**src/rtl/alu_issue_ctrl_pkg.sv**
```systemverilog
// -----------------------------------------------------------------------------
// alu_issue_ctrl_pkg
// Shared constants for the ALU issue sequencer: instruction opcodes, ALU
// control codes (same numbering the ALU decodes) and the sequencer state
// encoding, plus an immediate sign-extension helper.
// -----------------------------------------------------------------------------
package alu_issue_ctrl_pkg;

    localparam logic [5:0] OP_RTYPE = 6'h00;
    localparam logic [5:0] OP_ADDI  = 6'h01;

    // Highest funct value that maps onto a real ALU operation.
    localparam logic [3:0] FUNCT_MAX = 4'd8;

    typedef enum logic [3:0] {
        ALU_ADD = 4'd0,
        ALU_SUB = 4'd1,
        ALU_AND = 4'd2,
        ALU_OR  = 4'd3,
        ALU_NOT = 4'd4,
        ALU_XOR = 4'd5,
        ALU_SLA = 4'd6,
        ALU_SRA = 4'd7,
        ALU_SRL = 4'd8
    } alu_ctrl_e;

    typedef enum logic [2:0] {
        ST_IDLE   = 3'd0,
        ST_DECODE = 3'd1,
        ST_READ   = 3'd2,
        ST_EXEC   = 3'd3,
        ST_WB     = 3'd4
    } state_e;

    function automatic logic [31:0] sext16(input logic [15:0] imm);
        return {{16{imm[15]}}, imm};
    endfunction

endpackage

```
**src/rtl/alu_issue_ctrl_decode.sv**
```systemverilog
// -----------------------------------------------------------------------------
// alu_op_decode
// Purely combinational instruction classifier.
//   i_opcode     : instruction opcode field [31:26]
//   i_funct      : R-type function field [3:0]
//   o_alu_ctrl   : ALU operation to issue
//   o_legal      : instruction is decodable
//   o_is_imm     : operand B comes from the sign-extended immediate
//   o_sets_carry : result carry should update the sticky carry flag
// -----------------------------------------------------------------------------
module alu_op_decode
    import alu_issue_ctrl_pkg::*;
(
    input  logic [5:0] i_opcode,
    input  logic [3:0] i_funct,
    output logic [3:0] o_alu_ctrl,
    output logic       o_legal,
    output logic       o_is_imm,
    output logic       o_sets_carry
);

    always_comb begin
        o_alu_ctrl   = ALU_ADD;
        o_legal      = 1'b0;
        o_is_imm     = 1'b0;
        o_sets_carry = 1'b0;
        case (i_opcode)
            OP_RTYPE: begin
                // funct 9..15 has no ALU meaning; keep ctrl at ADD so an
                // unmapped code can never reach the ALU.
                if (i_funct <= FUNCT_MAX) begin
                    o_alu_ctrl   = i_funct;
                    o_legal      = 1'b1;
                    o_sets_carry = (i_funct == ALU_ADD) || (i_funct == ALU_SUB);
                end
            end
            OP_ADDI: begin
                o_alu_ctrl   = ALU_ADD;
                o_legal      = 1'b1;
                o_is_imm     = 1'b1;
                o_sets_carry = 1'b1;
            end
            default: ;
        endcase
    end

endmodule

```
**src/rtl/alu_issue_ctrl.sv**
```systemverilog
// -----------------------------------------------------------------------------
// alu_issue_ctrl
// Multi-cycle issue sequencer: accepts one instruction per handshake, reads
// two operands from the register file, drives the ALU, captures the result
// and writes it back. Illegal instructions produce a one-cycle pulse.
//
// Ports
//   i_clk, i_reset          clock, synchronous active-high reset
//   i_instr_valid/i_instr   instruction offer; o_instr_ready accepts it
//   o_rf_raddr_a/b          register-file read addresses (rs, rt)
//   i_rf_rdata_a/b          read data, one cycle after the address
//   o_alu_a/b, o_alu_ctrl   ALU operands and opcode
//   i_alu_res, i_alu_cout   ALU result and carry
//   o_rf_we/waddr/wdata     write-back strobe, address and data
//   o_carry_flag            sticky carry from last ADD/SUB/ADDI
//   o_illegal               one-cycle pulse on undecodable instruction
//   o_busy                  high whenever not idle
//
// state   | meaning
// --------+-----------------------------------------------------------------
// IDLE    | ready; wait for an instruction
// DECODE  | read addresses on the bus, classify instruction
// READ    | read data returns; capture operands
// EXEC    | operands on the ALU; capture result and carry
// WB      | write-back pulse, carry flag update
// -----------------------------------------------------------------------------
module alu_issue_ctrl
    import alu_issue_ctrl_pkg::*;
#(
    parameter int REG_AW = 5,
    parameter int DW     = 32
) (
    input  logic              i_clk,
    input  logic              i_reset,
    input  logic              i_instr_valid,
    input  logic [31:0]       i_instr,
    output logic              o_instr_ready,
    output logic [REG_AW-1:0] o_rf_raddr_a,
    output logic [REG_AW-1:0] o_rf_raddr_b,
    input  logic [DW-1:0]     i_rf_rdata_a,
    input  logic [DW-1:0]     i_rf_rdata_b,
    output logic [DW-1:0]     o_alu_a,
    output logic [DW-1:0]     o_alu_b,
    output logic [3:0]        o_alu_ctrl,
    input  logic [DW-1:0]     i_alu_res,
    input  logic              i_alu_cout,
    output logic              o_rf_we,
    output logic [REG_AW-1:0] o_rf_waddr,
    output logic [DW-1:0]     o_rf_wdata,
    output logic              o_carry_flag,
    output logic              o_illegal,
    output logic              o_busy
);

    state_e            r_state;
    logic              r_ready;
    logic [5:0]        r_opcode;
    logic [4:0]        r_rt;
    logic [15:0]       r_imm;       // also holds rd [15:11] and funct [3:0]
    logic [REG_AW-1:0] r_raddr_a;
    logic [REG_AW-1:0] r_raddr_b;
    logic [3:0]        r_ctrl_q;
    logic              r_is_imm;
    logic              r_sets_carry;
    logic [REG_AW-1:0] r_dest;
    logic [DW-1:0]     r_alu_a;
    logic [DW-1:0]     r_alu_b;
    logic [3:0]        r_alu_ctrl;
    logic              r_cout;
    logic              r_we;
    logic [REG_AW-1:0] r_waddr;
    logic [DW-1:0]     r_wdata;
    logic              r_carry;
    logic              r_illegal;
    logic              r_busy;

    logic [3:0]        w_alu_ctrl;
    logic              w_legal;
    logic              w_is_imm;
    logic              w_sets_carry;
    logic [DW-1:0]     w_imm_sext;

    alu_op_decode u_decode (
        .i_opcode     (r_opcode),
        .i_funct      (r_imm[3:0]),
        .o_alu_ctrl   (w_alu_ctrl),
        .o_legal      (w_legal),
        .o_is_imm     (w_is_imm),
        .o_sets_carry (w_sets_carry)
    );

    assign w_imm_sext = {{(DW-16){r_imm[15]}}, r_imm};

    always_ff @(posedge i_clk) begin
        if (i_reset) begin
            r_state      <= ST_IDLE;
            r_ready      <= 1'b0;
            r_opcode     <= '0;
            r_rt         <= '0;
            r_imm        <= '0;
            r_raddr_a    <= '0;
            r_raddr_b    <= '0;
            r_ctrl_q     <= '0;
            r_is_imm     <= 1'b0;
            r_sets_carry <= 1'b0;
            r_dest       <= '0;
            r_alu_a      <= '0;
            r_alu_b      <= '0;
            r_alu_ctrl   <= '0;
            r_cout       <= 1'b0;
            r_we         <= 1'b0;
            r_waddr      <= '0;
            r_wdata      <= '0;
            r_carry      <= 1'b0;
            r_illegal    <= 1'b0;
            r_busy       <= 1'b0;
        end else begin
            r_we      <= 1'b0;
            r_illegal <= 1'b0;
            case (r_state)
                ST_IDLE: begin
                    if (i_instr_valid && r_ready) begin
                        r_opcode  <= i_instr[31:26];
                        r_rt      <= i_instr[20:16];
                        r_imm     <= i_instr[15:0];
                        // Addresses go out from the accept edge so the
                        // register file answers while we are in READ.
                        r_raddr_a <= REG_AW'(i_instr[25:21]);
                        r_raddr_b <= REG_AW'(i_instr[20:16]);
                        r_ready   <= 1'b0;
                        r_busy    <= 1'b1;
                        r_state   <= ST_DECODE;
                    end else begin
                        r_ready <= 1'b1;
                    end
                end
                ST_DECODE: begin
                    if (w_legal) begin
                        r_ctrl_q     <= w_alu_ctrl;
                        r_is_imm     <= w_is_imm;
                        r_sets_carry <= w_sets_carry;
                        r_dest       <= w_is_imm ? REG_AW'(r_rt) : REG_AW'(r_imm[15:11]);
                        r_state      <= ST_READ;
                    end else begin
                        r_illegal <= 1'b1;
                        r_ready   <= 1'b1;
                        r_busy    <= 1'b0;
                        r_state   <= ST_IDLE;
                    end
                end
                ST_READ: begin
                    r_alu_a    <= i_rf_rdata_a;
                    r_alu_b    <= r_is_imm ? w_imm_sext : i_rf_rdata_b;
                    r_alu_ctrl <= r_ctrl_q;
                    r_state    <= ST_EXEC;
                end
                ST_EXEC: begin
                    r_wdata <= i_alu_res;
                    r_cout  <= i_alu_cout;
                    r_waddr <= r_dest;
                    r_we    <= (r_dest != '0);
                    r_state <= ST_WB;
                end
                ST_WB: begin
                    if (r_sets_carry) begin
                        r_carry <= r_cout;
                    end
                    r_ready <= 1'b1;
                    r_busy  <= 1'b0;
                    r_state <= ST_IDLE;
                end
                default: begin
                    r_ready <= 1'b0;
                    r_busy  <= 1'b0;
                    r_state <= ST_IDLE;
                end
            endcase
        end
    end

    assign o_instr_ready = r_ready;
    assign o_rf_raddr_a  = r_raddr_a;
    assign o_rf_raddr_b  = r_raddr_b;
    assign o_alu_a       = r_alu_a;
    assign o_alu_b       = r_alu_b;
    assign o_alu_ctrl    = r_alu_ctrl;
    assign o_rf_we       = r_we;
    assign o_rf_waddr    = r_waddr;
    assign o_rf_wdata    = r_wdata;
    assign o_carry_flag  = r_carry;
    assign o_illegal     = r_illegal;
    assign o_busy        = r_busy;

endmodule

```
**config.mk**
```make
export PLATFORM = sky130hd
export DESIGN_NAME = alu_issue_ctrl
export DESIGN_NICKNAME = d
export VERILOG_FILES = /design/src/rtl/alu_issue_ctrl_pkg.sv /design/src/rtl/alu_issue_ctrl_decode.sv /design/src/rtl/alu_issue_ctrl.sv
export SDC_FILE = /design/constraint.sdc
export NUM_CORES = 1
export LEC_CHECK = 0
export CAP_MARGIN = 20
export CORE_UTILIZATION = 44
export DETAILED_ROUTE_END_ITERATION = 7
export GPL_TIMING_DRIVEN = 0
export PLACE_DENSITY_LB_ADDON = 0.12
export SLEW_MARGIN = 5
export SYNTH_ARGS = -nofsm -noshare
export SYNTH_HDL_FRONTEND = slang
export SYNTH_HIERARCHICAL = 1
export SYNTH_SLANG_ARGS = --single-unit
```
**constraint.sdc**
```tcl
create_clock -name i_clk -period 2.5 [get_ports i_clk]
set_input_delay 0.375 -clock i_clk [delete_from_list [all_inputs] [get_ports i_clk]]
set_output_delay 0.375 -clock i_clk [all_outputs]
set_load 0.02 [all_outputs]
```
== Word level (Yosys, flattened, before mapping) ==
Cells that the tools add are included.
Storage, ports and cells
  register bits: 157
  output and inout port bits: 120
  logic and storage cells: 65
Operators by class
  magnitude comparators: 1
  equal/unequal tests: 8
  multiplexer cells: 19
  bitwise logic cells: 3
  reduce and logical (&&, ||, !) cells: 14
Operator list (number)
  $mux 32: 1
  $pmux 3 s4: 1
  $mux 1: 8
  $mux 4: 2
  $reduce_and 2->1: 4
  $eq 3x2->1 const B: 2
  $eq 6x1->1 const B: 1
  $logic_not 6->1: 1
  $reduce_or 2->1: 3
  $mux 5: 1
  $reduce_bool 5->1: 1
  $eq 4x1->1 const B: 1
  $le 4x4->1 const B: 1
  $logic_not 4->1: 1
  $ne 2x2->1 const B: 2
  $pmux 1 s2: 2
  $pmux 1 s4: 1
  $eq 3x1->1 const B: 1
  $eq 3x3->1 const B: 1
  $logic_not 3->1: 1
  $mux 3: 1
  $not 1->1: 3
  $pmux 1 s3: 1
  $reduce_and 3->1: 1
  other kinds (3): 3

== Depth between registers and ports, before layout ==
Gate-level depths: netlist (run 1).
  word-level depth: 5
  depth in mapped cells: 8

== Modules after synthesis ==
The synthesis (run 1) kept the hierarchy.
Modules (own cells, without submodules)
  alu_issue_ctrl: instances 1, cells an instance 685, area each 6293.5 µm², sequential area each 3143.0 µm²
  alu_op_decode: instances 1, cells an instance 16, area each 106.4 µm², sequential area each 0.0 µm²

== Worst setup path before layout (run 1) ==
No wires, ideal clock.
  path kind: reg2reg
  from: register r_opcode[5]
  to: register r_dest[1]
  data arrival time: 2.115 ns
  required time: 2.414 ns
  setup slack: 0.299 ns
  cell stages (with the launch flop): 9
  buffers on the path: 3
  period minus slack after synthesis: 2.201 ns
  cell sequence: dfxtp_1 -> or4_1 -> buf_2 -> a311oi_1 -> and4bb_2 -> buf_4 -> buf_6 -> nor2_1 -> a211oi_1
Between the ends
  longest elaborated chain between the ends: 3
  elaborated cells on any way between the ends: 6
Ends and longest elaborated chain
  start: declaration: RTL line alu_issue_ctrl.sv:57  | logic [5:0] r_opcode;
  start signal: assignment: RTL line alu_issue_ctrl.sv:123  | r_opcode <= i_instr[31:26];
  $eq 6x1->1 / $logic_not 6->1 (equally long branches): RTL line alu_issue_ctrl_decode.sv:27  | case (i_opcode)
  $pmux 1 s2 *: RTL line alu_issue_ctrl_decode.sv:27
  named net w_legal: RTL line alu_issue_ctrl.sv:78  | logic w_legal;
  $reduce_and 2->1 (no source line) *
  end signal: assignment: RTL line alu_issue_ctrl.sv:142  | r_dest <= w_is_imm ? REG_AW'(r_rt) : REG_AW'(r_imm[15:11]);
  end: declaration: RTL line alu_issue_ctrl.sv:65  | logic [REG_AW-1:0] r_dest;
The timed path passes the listed nets; every way through them passes the cells marked *.
A chain may end at the register's enable or synchronous reset.

== Final worst setup path (run 1) ==
  from: register r_opcode[5]
  to: register r_dest[3]
The elaborated chain is that of the path after synthesis.

==> results of run 1 <==
sequential cells by signal, summed over array words and instances (netlist names):
register,count
r_sets_carry,1
o_rf_raddr_b,5
o_rf_we,1
o_rf_waddr,5
r_opcode,6
r_ctrl_q,4
o_alu_b,32
o_instr_ready,1
r_is_imm,1
r_dest,5
o_rf_raddr_a,5
o_alu_ctrl,4
r_state,3
o_carry_flag,1
o_illegal,1
o_busy,1
o_alu_a,32
r_cout,1
r_imm,16
o_rf_wdata,32
routing by layer:
layer,vias up,wire length [um],track usage
met5,-,0,0
met4,0,416,0.09527
met3,30,1214,0.06366
met2,189,8163,0.3894
met1,2572,7544,0.2745
li1,2876,-,-
critical path: stages (launching register included):
cell and delay (ps):
dfxtp_1 310, or4_1 530, buf_2 200, a311oi_4 370, and4bb_2 270, buf_4 180, buf_6 150, nor2_1 40
a211oi_1 190
cell usage in the layout, fill, tap and decap left out, types with 2 or more instances in the layout:
master / instances
buf_4: 16
nor3b_2: 2
and3b_1: 2
mux2i_1: 60
buf_2: 25
nor3b_1: 2
clkdlybuf4s50_1: 250
a211oi_2: 32
nand2b_1: 68
clkbuf_16: 17
clkinv_2: 6
a21oi_1: 92
dfxtp_1: 157
clkbuf_8: 4
a211oi_1: 7
bufinv_16: 2
clkbuf_1: 15
nor2_1: 44
buf_6: 4
and2_1: 2
nand2_1: 148
or3_1: 2
clkinv_4: 2
nor4_1: 4
nor3_1: 3
or4_1: 2
synth_stat cells:
cell	number	share of area
o21ai_0	1	0.00078
nor4bb_1	1	0.0016
inv_1	1	0.00059
nor3b_1	2	0.0023
dfxtp_1	157	0.49
or4_1	2	0.0023
clkinv_1	1	0.00059
o21a_1	1	0.0012
a211oi_1	7	0.0082
nor2b_1	1	0.00098
and3b_1	2	0.0027
nand2_1	148	0.087
buf_2	25	0.020
clkbuf_1	15	0.0088
and2_1	2	0.0020
nor3b_2	2	0.0039
a21oi_1	92	0.072
buf_6	4	0.0070
nor3_1	3	0.0023
and4bb_2	1	0.0020
buf_4	16	0.019
or3_1	2	0.0020
o21ba_2	1	0.0016
nor4_1	4	0.0039
a211oi_2	32	0.063
o22a_1	1	0.0014
or3b_1	1	0.0014
o21bai_1	1	0.0012
nor2_1	44	0.026
a311oi_1	1	0.0014
nand2b_1	68	0.066
nand3b_1	1	0.0012
mux2i_1	60	0.094
nor4_2	1	0.0020
where the power goes:
part           total [W]  switching (W)  internal (W)  leakage, nW
sequential       0.00273      0.0000906       0.00264         1.27
clock            0.00257        0.00100       0.00157        0.298
combinational    0.00114       0.000540      0.000595         1.80
total            0.00644        0.00163       0.00480         3.37
per-stage QoR:
| stage | power [W] | TNS (ps) | std cells |
|---|---|---|---|
| after floorplan | 0.003380 | 0 | 701 |
| after global placement | 0.003899 | -162.3 | 1131 |
| after detailed placement | 0.003916 | -30.35 | 1131 |
| after CTS | 0.006491 | 0 | 1163 |
| after global routing | 0.006697 | 0 | 1163 |
| final | 0.006438 | 0 | 1163 |
cell type report:
cell class              count  area (sq um)  share of cell area
well taps                 180         225.2             0.02312
clock buffers              21         480.5             0.04933
plain buffers              60         346.6             0.03558
flip-flops and latches    157          3143              0.3227
clock inverters            11         115.1             0.01182
multi-input cells         482          2920              0.2998
repair buffers            250          2502              0.2569
inverters                   2         7.507           0.0007707
kinds of logic after synthesis:
family / share of synthesized area
muxes: 0.09384
buffers and inverters: 0.05533
DFF: 0.4911
and+or+nand+nor: 0.2096
AOI/OAI and AO/OA: 0.1501
final timing paths:
check | startpoint | endpoint | cells after the start
setup / recovery | r_opcode[5]$_SDFFE_PP0P_ | r_dest[3]$_SDFFE_PP0P_ | 8
setup reg to reg | r_opcode[5]$_SDFFE_PP0P_ | r_dest[3]$_SDFFE_PP0P_ | 8
hold / removal | o_alu_ctrl[1]$_SDFFE_PP0N_ | o_alu_ctrl[1]$_SDFFE_PP0N_ | 2
hold reg to reg | o_alu_ctrl[1]$_SDFFE_PP0N_ | o_alu_ctrl[1]$_SDFFE_PP0N_ | 2
what timing repair did:
action                                 4_1_cts  5_1_grt
setup endpoints to repair                    5        3
endpoints found under the hold margin        0        0
resized for setup                            1        1
==> out/metrics.yaml, run 1 <==
clocking:
  clk_latency_ps: 420
  cts_root_buffer: "clkbuf_16"
  cts_setup_buffers: 0
  cts-hold-fix-buffers: 0
  cts_tree: "yes"
  cts.sink_count: 157
  numCtsBuffers: 17
  path_clk_slew_ps: 60
  cts_max_path_buffers: 2
  htree_num_levels: 4
finish:
  area_growth_pct: 52.20
  drive_above_1_share: 0.1170
  n_antenna_cell: 0
  fillCellCount: 1159
  design_area_sq_mm: 0.009741
  final_util: 0.6937
  final_nets: 1102
global_routing:
  gr-total-overflow: 0
  grt.total_usage: 0.2306
  grt_max_degree: 17
  grt_pass1_vias: 5332
  grt_pass1_wl_um: 26500
  antenna_found_initial: 0
synthesis:
  synth_seq_cells: 157
  synth_nets: 833
  syn_area_sq_mm: 0.006400
  seq_area_frac_synth: 0.4911
  synth_cells: 701
  avgSynthCellArea_sq_um: 9.130
  yosys_warnings: 6
  yosysUniqueCellTypes: 34
die:
  dieArea_sq_mm: 0.01503
  start_util: 0.4558
  die_h_um: 122.6
  fp-row-count: 43
  coreArea_sq_mm: 0.01404
  die_w_um: 122.6
  io_pins: 252
placement:
  dp_hpwl_um: 12950
  port_buffers: 250
  placed_cell_area_sq_mm: 0.009128
  gp_congestion: 0.7628
  place_ws_ps: -8.418
timing:
  worst_slack_ps: 171.4
  hold_ws_ps: 451.8
  report.final.setup_viol: 0
  fmax_mhz: 429.5
  fin_worst_skew_ps: 8.819
  finalWorstPathRequiredPeriod_ps: 2329
  relSlewSlack: 0.5195
  rsz0062_at_grt: "false"
  worst-slew-pin-transition_ps: 720.8
  final.period_utilization: 0.9314
  drv_slew: 0
  final-hold-violation-count: 0
detailed_routing:
  wl_per_cell_um: 14.91
  drtPass1Iterations: 4
  drc: 0
  drtIter0Drc: 258
  ant_nets: 0
  vias: 5667
  totalWireLength_um: 17340
  viasPerCell: 4.873
setup_path:
  path_max_fanout: 10
  worstPathRequired_ps: 2830
  rrSetupSlack_ps: 170
  crit_type: "register to register"
  crit_path_start_kind: "register"
  cp.arrival_ps: 2660
  cp-end-kind: "register"
outcome:
  run_status: "complete, no violations"
worst_hold_path:
  hold_path_class: "register to register"
pwr:
  vdd_drop_max_mv: 0.4838
  leakage_nw: 3.368
  powerDensity_mw_per_mm2: 660.9
job:
  cap_violations: 0
(Power assumes the default switching activity.)
==> inputs of run 2 (changes only) <==
--- a/config.mk
+++ b/config.mk
@@ -6,7 +6,8 @@
 export NUM_CORES = 1
 export LEC_CHECK = 0
 export CAP_MARGIN = 20
-export CORE_UTILIZATION = 44
+export CORE_UTILIZATION = 45
+export CTS_BUF_LIST = sky130_fd_sc_hd__clkbuf_8
 export DETAILED_ROUTE_END_ITERATION = 7
 export GPL_TIMING_DRIVEN = 0
 export PLACE_DENSITY_LB_ADDON = 0.12
==> constraint.sdc (replaced) <==
create_clock -name i_clk -period 2.6 [get_ports i_clk]
set_input_delay 0.39 -clock i_clk [delete_from_list [all_inputs] [get_ports i_clk]]
set_output_delay 0.39 -clock i_clk [all_outputs]
set_load 0.02 [all_outputs]
==> out/metrics.yaml, run 2 (synthesized netlist as in run 1, its figures left out) <==
finish:
  final_nets: 1102
  n_antenna_cell: 0
  final_common_cell: "clkdlybuf4s50_1"
  layout_common_cells: "250 x clkdlybuf4s50_1, 157 x dfxtp_1, 148 x nand2_1"
  drive_above_1_share: 0.1170
  area_growth_pct: 49.40
  fillCellCount: 1116
timing:
  worst-slew-pin-transition_ps: 706.9
  report.final.setup_viol: 0
  fin_tns_setup_ps: 0
  rsz0062_at_grt: "false"
  final-hold-violation-count: 0
  drv_slew: 0
  finalWorstPathRequiredPeriod_ps: 2413
  fmax_mhz: 414.5
  relSlewSlack: 0.5287
  final.period_utilization: 0.9280
  fin_worst_skew_ps: 11.46
  hold_ws_ps: 455.2
global_routing:
  gr-total-overflow: 0
  met1_usage: 0.2915
  grt-busiest-layer: "met2"
  grt_pass1_vias: 5114
  grt_pass1_wl_um: 26280
  grtUsageMet3: 0.05357
  grt.total_usage: 0.2325
  grt_max_degree: 17
  antenna_found_initial: 0
  use_met2: 0.3864
pwr:
  leakage_nw: 3.285
  vdd_drop_max_mv: 0.3136
  powerDensity_mw_per_mm2: 589.8
clocking:
  cts.sink_count: 157
  numCtsBuffers: 17
  path_clk_slew_ps: 80
  cts_resized: 1
  clk_latency_ps: 450
  cts_tree: "yes"
  cts_root_buffer: "clkbuf_8"
  cts_max_path_buffers: 2
  cts_setup_buffers: 0
  cts-hold-fix-buffers: 0
  htree_num_levels: 4
job:
  cap_violations: 0
setup_path:
  crit_path_start_kind: "register"
  path_max_fanout: 10
  slowest_delay_ps: 540
  crit_type: "register to register"
  crit_chain: "or4_1 -> buf_2 -> a311oi_2 -> and4bb_2 -> buf_4 -> buf_6 -> nor2_1 -> a211oi_1"
  critPathSlowestCell: "or4_1"
  cp-end-kind: "register"
  cp.arrival_ps: 2770
  worstPathRequired_ps: 2960
die:
  start_util: 0.4611
  fp-row-count: 43
  die_w_um: 121.3
  io_pins: 252
  coreArea_sq_mm: 0.01388
  dieArea_sq_mm: 0.01470
  die_h_um: 121.3
worst_hold_path:
  hold_path_class: "register to register"
detailed_routing:
  drc: 0
  vias: 5640
  drtIter0Drc: 283
  drtPass1Iterations: 4
  totalWireLength_um: 17070
  wl_per_cell_um: 14.67
  ant_nets: 0
  viasPerCell: 4.850
placement:
  port_buffers: 250
  gp_congestion: 0.7781
  dp_hpwl_um: 12650
outcome:
  run_status: "complete, no violations"
## run 2: power by group
group | internal [W] | total (W) | switching, W
clock | 0.00104 | 0.00193 | 0.000890
combinational | 0.000568 | 0.00108 | 0.000512
sequential | 0.00254 | 0.00262 | 0.0000874
## run 2: critical path: cells and delay by family (launching register included)
family / cells / cell delay [ps]
compound gates: 2 / 620
flops: 1 / 320
buf+inv: 3 / 520
simple gates: 3 / 860
## run 2: area by class of cell
type	instances	area, sq um	share of cell area
Sequential cell	157	3143	0.3287
Multi-Input combinational cell	482	2909	0.3042
Timing Repair Buffer	250	2502	0.2617
Buffer	60	346.6	0.03625
Clock buffer	21	289.0	0.03023
Tap cell	180	225.2	0.02355
Clock inverter	11	138.9	0.01452
Inverter	2	7.507	0.0007851
## run 2: routing by layer
layer	share of wire	wire length, um
met5	0	0
met4	0.010	171
met3	0.060	1026
met2	0.48	8162
met1	0.45	7705
## run 2: path summary, 6_finish.rpt
check | start | slack [ps] | end | depth (start not counted)
worst max-delay path | r_opcode[5]$_SDFFE_PP0P_ | 190 | r_dest[3]$_SDFFE_PP0P_ | 8
worst min-delay path | o_alu_a[6]$_SDFFE_PP0N_ | 460 | o_alu_a[6]$_SDFFE_PP0N_ | 2
worst max register to register | r_opcode[5]$_SDFFE_PP0P_ | 190 | r_dest[3]$_SDFFE_PP0P_ | 8
worst min register to register | o_alu_a[6]$_SDFFE_PP0N_ | 460 | o_alu_a[6]$_SDFFE_PP0N_ | 2
## run 2: metrics by stage
stage	power [W]	cells	setup slack, ps	util	instance area (sq um)
after floorplan	0.003250	701	399.0	-	6400
after global placement	0.003748	1131	51.60	0.6576	9128
after detailed placement	0.003761	1131	16.31	0.6576	9128
after CTS	0.005697	1163	183.1	0.6888	9562
after global routing	0.005896	1163	4.965	0.6888	9562
final	0.005639	1163	187.2	0.6888	9562
==> inputs of run 3 (changes only) <==
--- a/config.mk
+++ b/config.mk
@@ -6,13 +6,13 @@
 export NUM_CORES = 1
 export LEC_CHECK = 0
 export CAP_MARGIN = 20
-export CORE_UTILIZATION = 45
+export CORE_UTILIZATION = 44
 export CTS_BUF_LIST = sky130_fd_sc_hd__clkbuf_8
 export DETAILED_ROUTE_END_ITERATION = 7
 export GPL_TIMING_DRIVEN = 0
+export MAX_ROUTING_LAYER = met4
 export PLACE_DENSITY_LB_ADDON = 0.12
 export SLEW_MARGIN = 5
 export SYNTH_ARGS = -nofsm -noshare
 export SYNTH_HDL_FRONTEND = slang
-export SYNTH_HIERARCHICAL = 1
 export SYNTH_SLANG_ARGS = --single-unit
==> out/metrics.yaml, run 3 <==
setup_path:
  slowest_delay_ps: 650
  r2r_cells: 6
  path_max_fanout: 3
  cp_num_buf_inv: 1
  cp-end-kind: "primary output"
  worst-path-stages: 1
  critPathTopFamily: "buffers and inverters"
  crit_type: "register to primary output"
  rr_startpoint: "r_state[1]$_SDFFE_PP0N_"
  worstPathRequired_ps: 2210
  crit_chain: "clkdlybuf4s50_1"
  crit_path_start_kind: "register"
  critPathSlowestCell: "clkdlybuf4s50_1"
  cp.arrival_ps: 1470
  r2r_end: "o_rf_wdata[28]$_SDFFE_PP0P_"
  rrSetupSlack_ps: 900
timing:
  relSlewSlack: 0.6258
  finalWorstPathRequiredPeriod_ps: 1862
  fin_worst_skew_ps: 9.691
  drv_slew: 0
  fmax_mhz: 536.9
  fin_tns_setup_ps: 0
  final.period_utilization: 0.7163
  rsz0062_at_grt: "false"
  worst-slew-pin-transition_ps: 560.7
  report.final.setup_viol: 0
  final-hold-violation-count: 0
clocking:
  clk_latency_ps: 450
  path_clk_slew_ps: 80
  cts_setup_buffers: 0
  cts_root_buffer: "clkbuf_8"
  htree_num_levels: 4
  cts_tree: "yes"
  cts_max_path_buffers: 2
  cts-hold-fix-buffers: 0
  cts.sink_count: 157
  cts_resized: 0
  numCtsBuffers: 17
die:
  start_util: 0.4568
  io_pins: 252
  dieArea_sq_mm: 0.01378
  die_h_um: 117.4
  coreArea_sq_mm: 0.01282
  fp-row-count: 41
  die_w_um: 117.4
job:
  cap_violations: 0
finish:
  final_nets: 1104
  drive_above_1_share: 0.07716
  n_antenna_cell: 0
  fin_cells: 1157
  final_common_cell: "clkdlybuf4s50_1"
  layout_common_cells: "251 x clkdlybuf4s50_1, 217 x nand2_1, 157 x dfxtp_1"
  area_growth_pct: 53.46
synthesis:
  seq_area_frac_synth: 0.5365
  synth_cells: 702
  yosysUniqueCellTypes: 39
  synth_nets: 834
  synth_top_area_share: 0.5365
  synthFlopType: "dfxtp_1"
  yosys-top-cells-count: "217 x nand2_1, 157 x dfxtp_1, 130 x a21oi_1, 42 x nor2_1, 36 x a211oi_1"
  yosysTopAreaCell: "dfxtp_1"
  yosys-top-cells-area: "dfxtp_1 54%, nand2_1 14%, a21oi_1 11%, a211oi_1 4.6%, mux2i_1 3.8%"
  yosys_warnings: 0
  synth_edf_count: 0
  syn_area_sq_mm: 0.005858
  synth_seq_cells: 157
  ys_async_sr_fraction: 0
  avgSynthCellArea_sq_um: 8.345
  synth.most_common_cell: "nand2_1"
pwr:
  leakage_nw: 3.062
  powerDensity_mw_per_mm2: 645.0
  vdd_drop_max_mv: 0.3330
outcome:
  run_status: "complete, no violations"
global_routing:
  grt.total_usage: 0.2516
  antenna_found_initial: 0
  grt_pass1_wl_um: 26610
  grt_max_degree: 17
  grt_pass1_vias: 5223
  gr-total-overflow: 0
detailed_routing:
  drtIter0Drc: 253
  wl_per_cell_um: 14.29
  vias: 5673
  drc: 0
  totalWireLength_um: 16540
  viasPerCell: 4.903
  ant_nets: 0
  drtPass1Iterations: 5
placement:
  dp_cells: 1125
  dp_hpwl_um: 12270
  gp_congestion: 0.7983
  port_buffers: 251
worst_hold_path:
  min_from: "o_rf_wdata[7]$_SDFFE_PP0P_"
  hold_end: "o_rf_wdata[7]$_SDFFE_PP0P_"
  hold_depth: 2
  hold_path_class: "register to register"
[run 3: changes by cell type in the layout (fill, tap and decap cells not counted), sizes merged, moves of 7 or more]
cell	before	now
a21oi	92	130
buf	45	34
clkbuf	36	43
mux2i	60	22
nand2	148	217
nand2b	68	3
[run 3: area by class of cell]
class,instances,area [sq um]
Sequential cell,157,3143
Multi-Input combinational cell,486,2424
Tap cell,172,215.2
Clock buffer,21,289.0
Buffer,56,280.3
Clock inverter,11,115.1
Timing Repair Buffer,251,2512
Fill cell,1087,3835
Inverter,3,11.26
[run 3: how the worst max path moves through the flow]
stage	startpoint	to	slack (ps)
6_report	o_rf_raddr_b[0]$_SDFFE_PP0P_	o_rf_raddr_b[0]	740
2_1_floorplan	o_instr_ready$_SDFFE_PP0P_	o_rf_raddr_b[2]$_SDFFE_PP0P_	1070
3_5_place_dp	i_reset	o_alu_a[31]$_SDFFE_PP0P_	440
5_1_grt	o_rf_raddr_b[3]$_SDFFE_PP0P_	o_rf_raddr_b[3]	680
4_1_cts	o_rf_raddr_b[0]$_SDFFE_PP0P_	o_rf_raddr_b[0]	700
3_3_place_gp	i_reset	o_rf_waddr[4]$_SDFFE_PP0P_	450
[run 3: where the power goes]
part / switching, W / internal (W)
registers: 0.000114 / 0.00258
logic: 0.000654 / 0.000612
clock network: 0.000888 / 0.000945
total: 0.00166 / 0.00414
[run 3: cell families (layout without fill, tap and decap cells)]
logic type / Yosys count / in the layout / synth area share
multiplexers: 22 / 22 / 0.03759
AND/OR/NAND/NOR: 285 / 285 / 0.1984
AO/OA/AOI/OAI: 179 / 179 / 0.1777
flip-flops: 157 / 157 / 0.5365
buffers and inverters: 59 / 342 / 0.04976
[run 3: through the flow]
step	util	total power [W]	setup slack, ps	hold slack [ps]	instance area (sq um)
after floorplan	-	0.003403	1065	431.5	5858
after global placement	0.6695	0.004004	448.7	440.0	8586
after detailed placement	0.6695	0.004018	444.4	445.7	8586
after CTS	0.7010	0.005832	697.5	448.3	8990
after global routing	0.7010	0.006071	683.3	457.7	8990
final	0.7010	0.005798	737.6	454.3	8990
[run 3: metal layers]
layer  up-vias  GRT usage  routed length (um)
met1      2574     0.3112                7269
li1       2896          -                   -
met5         -          -                   0
met3        15    0.06177                1088
met2       188     0.4013                8026
met4         0    0.08279                 155
==> variant 1 (flow settings as in run 2) <==
Set the parameter `DW` to 40 (it was 32).
--- a/src/rtl/alu_issue_ctrl.sv
+++ b/src/rtl/alu_issue_ctrl.sv
@@ -30,3 +30,3 @@
     parameter int REG_AW = 5,
-    parameter int DW     = 32
+    parameter int DW     = 40
 ) (
Ports: changed (6 resized); port bits go from 252 to 300. The function was not compared with the original's and may differ.
==> variant 1 against run 2 <==
Sequential cell count up 24; sequential share of layout area up 1.0 points; area after synthesis up 9.8%; largest power group unchanged; clock skew up 0.0029 ns; power up 9.8%; cell area up 12%; synthesized cell count up 15%; worst setup slack better by 0.041 ns; via count up 16%; routed wire length up 19%; combinational power up 10%; non-clock buffer count up 58.
==> variant 1: results (changes against run 2) <==
** Run status
- Outcome: complete, no violations (unchanged).

** Clock network
- Clk_lat worst skew :: 0.47 ns (was 0.45 ns)

** Timing
- The transition time at the pin with the least slew margin was 0.6668 ns (was 0.7069 ns).
- Worst Skew :: 0.01437 ns (was 0.01146 ns)

** Place
- Weighted congestion at the end of routability-driven global placement :: 0.8078 (was 0.7781)
- The total half-perimeter wirelength after legalization and detailed placement was 15.22 mm (was 12.65 mm).
- The count of input and output buffers came to 298 (was 250).

** Routing
- The length of routed wiring on met1 came to 8.742 mm (was 7.705 mm).
- The total routed wirelength was 20.29 mm (was 17.07 mm).
- The average via count per standard cell is 4.938 (was 4.850).
- Violation count after the first detailed-routing iteration :: 241 (was 283)
- Amount of wire on met2 after detailed routing :: 9.528 mm (was 8.162 mm)
- Sum of met3 wire segment lengths after detailed routing :: 1.393 mm (was 1.026 mm)

** Global routing
- The number of global-route vias before repair was 6002 (was 5114).
- The met3 track demand over resource came to 7.454% (was 5.357%).
- The global routing met1 resource utilization came to 29.80% (was 29.15%).
- The met2 global-route usage came to 40.85% (was 38.64%).

** Final layout
- The number of antenna diodes was 0 (unchanged).
- Final nets :: 1280 (was 1102)
- Fillers :: 1314 (was 1116)

** Critical path
- Data arrival time of the worst path :: 2.75 ns (was 2.77 ns)
- The largest driver fanout on the critical path is 10 (unchanged).

** Min path
- Type of the worst min-delay path :: primary input to register (was register to register)

** Yosys
- Cell types with the largest area share after synthesis :: sky130_fd_sc_hd__dfxtp_1 (52%), sky130_fd_sc_hd__nand2_1 (9.6%), sky130_fd_sc_hd__mux2i_1 (8.5%), sky130_fd_sc_hd__a21oi_1 (8.3%), sky130_fd_sc_hd__nand2b_1 (6.1%) (was sky130_fd_sc_hd__dfxtp_1 (49%), sky130_fd_sc_hd__mux2i_1 (9.4%), sky130_fd_sc_hd__nand2_1 (8.7%), sky130_fd_sc_hd__a21oi_1 (7.2%), sky130_fd_sc_hd__nand2b_1 (6.6%))
- Number of library cell types mapped by synthesis :: 31 (was 34)
- Sequential fraction of the synthesis area :: 51.55% (was 49.11%)
- The synthesized netlist net count was 962 (was 833).
- Synth top cells by count :: sky130_fd_sc_hd__dfxtp_1 (181), sky130_fd_sc_hd__nand2_1 (180), sky130_fd_sc_hd__a21oi_1 (116), sky130_fd_sc_hd__nand2b_1 (68), sky130_fd_sc_hd__mux2i_1 (60) (was sky130_fd_sc_hd__dfxtp_1 (157), sky130_fd_sc_hd__nand2_1 (148), sky130_fd_sc_hd__a21oi_1 (92), sky130_fd_sc_hd__nand2b_1 (68), sky130_fd_sc_hd__mux2i_1 (60))

** Power and ir drop
- Total leakage power :: 3.684 nW (was 3.285 nW)
- The maximum VDD drop was 0.3060 mV (was 0.3136 mV).
- Share of total power consumed by net switching :: 26.34% (was 26.41%)
- The power attributed to the clock group came to 0.00198 W (was 0.00193 W).
## variant 1: cell types whose count changed in the layout (fill, tap and decap cells not counted), sizes merged, moves of 12 or more
cell	before	now
a21oi	92	116
clkbuf	36	48
clkdlybuf4s50	250	298
dfxtp	157	181
nand2	148	180
## variant 1: stage by stage
step                      cell area [sq um]  total power, W  cells
after detailed placement              10250        0.004262   1292
after global routing                  10690        0.006459   1324
after floorplan                        7029        0.003662    806
after CTS                             10660        0.006217   1323
final                                 10690        0.006192   1324
after global placement                10250        0.004250   1292
## variant 1: layout make-up
class                           instances  area, sq um  share of cell area (%)
Timing Repair Buffer                  299         2990                   27.99
Clock buffer                           20        275.3                   2.576
Clock inverter                         11        135.1                   1.265
Buffer                                 69        326.6                   3.056
Inverter                                2        7.507                 0.07026
Multi-Input combinational cell        554         3092                   28.93
Tap cell                              188        235.2                   2.201
Sequential cell                       181         3623                   33.91
## variant 1: worst paths after layout
| kind | start | endpoint | slack [ns] | cells after the start |
|---|---|---|---|---|
| max | r_opcode[5] | r_dest[0] | 0.23 | 8 |
| min | i_reset | o_rf_raddr_a[1] | 0.35 | 3 |
| max reg2reg | r_opcode[5] | r_dest[0] | 0.23 | 8 |
| min reg2reg | o_rf_wdata[15] | o_rf_wdata[15] | 0.46 | 2 |
## variant 1: cell families (layout without fill, tap and decap cells)
family / after synthesis / after routing / share of synthesized area [%]
buf+inv: 71 / 401 / 4.717
simple gates: 325 / 325 / 21.24
mux: 60 / 60 / 8.544
compound gates: 169 / 169 / 13.96
flops: 181 / 181 / 51.55
## variant 1: timing repair
item                                    in CTS  in global routing
pin swaps                                    0                  1
gates resized for setup                      1                  2
endpoints found under the setup margin      11                  5
setup buffers                                0                  1
==> variant 2 (flow settings as in run 2) <==
Without the edit above. Register the output `o_carry_flag` once more; this adds one clock of latency there. The other outputs are not delayed to match.
--- a/src/rtl/alu_issue_ctrl.sv
+++ b/src/rtl/alu_issue_ctrl.sv
@@ -189,3 +189,5 @@
     assign o_rf_wdata    = r_wdata;
-    assign o_carry_flag  = r_carry;
+    always_ff @(posedge i_clk) begin
+        o_carry_flag <= r_carry;
+    end
     assign o_illegal     = r_illegal;
Formal check against the unedited RTL: not equivalent (a bounded check fails within 10 cycles, from zero or initial values and one cycle with i_reset high).
==> variant 2 against run 2 <==
Cell area is 0.62% higher; sequential cell count is 1 higher; sequential share of layout area hardly changed; via count is 1.5% lower; first-iteration DRC count is 7.4% higher; critical endpoint unchanged; worst setup slack better by 0.00079 ns; largest cell class unchanged; power is 2.9% higher; area after synthesis is 0.31% higher; routed wire length is 1.7% lower; combinational power hardly changed; count of clock-buffer cells in the layout is 1 lower.
==> variant 2: results (changes against run 2) <==
** Timing
- The fmax is 0.4146 GHz (was 0.4145 GHz).
- Worst-case hold slack :: 0.3520 ns (was 0.4552 ns)
- The final clock skew was 0.009476 ns (was 0.01146 ns).
- The transition time at the pin with the least slew margin is 0.7267 ns (was 0.7069 ns).

** Power and ir drop
- Total leakage power :: 3.313 nW (was 3.285 nW)
- Peak ir drop on the vdd network :: 0.3419 mV (was 0.3136 mV)

** Global routing
- The total routing resource utilization after global routing came to 22.76% (was 23.25%).
- The first-pass GRT wire length came to 26.06 mm (was 26.28 mm).
- Met3 routing resource usage after global routing :: 5.075% (was 5.357%)
- Via count of the first global-routing pass :: 5244 (was 5114)
- The global routing met1 resource utilization came to 28.45% (was 29.15%).
- The met2 global-route usage came to 37.96% (was 38.64%).

** Yosys
- The instance count of the mapped netlist is 702 (was 701).
- Post-synthesis compound-gate area fraction :: 14.97% (was 15.01%)
- Net count after synthesis :: 834 (was 833)
- Sequential fraction of the synthesis area :: 49.27% (was 49.11%)
- Synth top cells by count :: sky130_fd_sc_hd__dfxtp_1 (158), sky130_fd_sc_hd__nand2_1 (148), sky130_fd_sc_hd__a21oi_1 (92), sky130_fd_sc_hd__nand2b_1 (68), sky130_fd_sc_hd__mux2i_1 (60) (was sky130_fd_sc_hd__dfxtp_1 (157), sky130_fd_sc_hd__nand2_1 (148), sky130_fd_sc_hd__a21oi_1 (92), sky130_fd_sc_hd__nand2b_1 (68), sky130_fd_sc_hd__mux2i_1 (60))
- Multiplexer area fraction after synthesis :: 9.355% (was 9.384%)
- Cell types with the largest area share after synthesis :: sky130_fd_sc_hd__dfxtp_1 (49%), sky130_fd_sc_hd__mux2i_1 (9.4%), sky130_fd_sc_hd__nand2_1 (8.7%), sky130_fd_sc_hd__a21oi_1 (7.2%), sky130_fd_sc_hd__nand2b_1 (6.6%) (unchanged)

** Final layout
- Fillers :: 1153 (was 1116)
- The share of post-route cells with drive strength above 1 is 11.48% (was 11.70%).

** Routing
- The routed wire length on met3 was 1.050 mm (was 1.026 mm).
- The per-cell routed wire length is 14.41 um (was 14.67 um).
- The average via count per standard cell is 4.775 (was 4.850).
- The total routed wirelength is 16.77 mm (was 17.07 mm).
- The violation count after the first detailed-route iteration came to 304 (was 283).
- The amount of wire on met2 after detailed routing is 7.736 mm (was 8.162 mm).

** Place
- Weighted congestion at the end of routability-driven global placement :: 0.7647 (was 0.7781)
- The post-place setup slack came to 0.01637 ns (was 0.01631 ns).
- The count of input and output buffers is 250 (unchanged).
- Placed cells :: 1132 (was 1131)
- The total half-perimeter wirelength after legalization and detailed placement came to 12.51 mm (was 12.65 mm).

** Min path
- The depth of the worst hold-timing path is 0 (was 2).

** Run status
- Outcome: complete, no violations (unchanged).

** Critical path
- Reg2Reg Depth :: 8 (unchanged)

** Clock network
- Post CTS Setup Buffer Count :: 0 (unchanged)
## variant 2: changes by cell type after synthesis, sizes merged
cell / change
dfxtp: +1
## variant 2: path summary, 6_finish.rpt
path / startpoint / end
worst max-delay path: r_opcode[5] / r_dest[3]
worst min register to register: r_carry / o_carry_flag
worst min-delay path: r_carry / o_carry_flag
worst max register to register: r_opcode[5] / r_dest[3]
## variant 2: stage by stage
stage	area [sq um]	util, %
final	9620	69.31
after global routing	9620	69.31
after CTS	9620	69.31
after detailed placement	9148	65.90
after global placement	9148	65.90
after floorplan	6420	-
## variant 2: power breakdown
group	leakage (nW)	switching [W]	internal [W]
sequential	1.28	0.0000845	0.00255
clock	0.237	0.000875	0.00121
combinational	1.80	0.000513	0.000569
total	3.31	0.00147	0.00433
## variant 2: layout make-up
class	instances	share of cell area [%]
plain buffers	60	3.603
clock buffers	20	2.861
clock inverters	12	1.990
inverters	2	0.07803
multi-input cells	482	30.24
flip-flops and latches	158	32.88
well taps	180	2.341
repair buffers	250	26.01
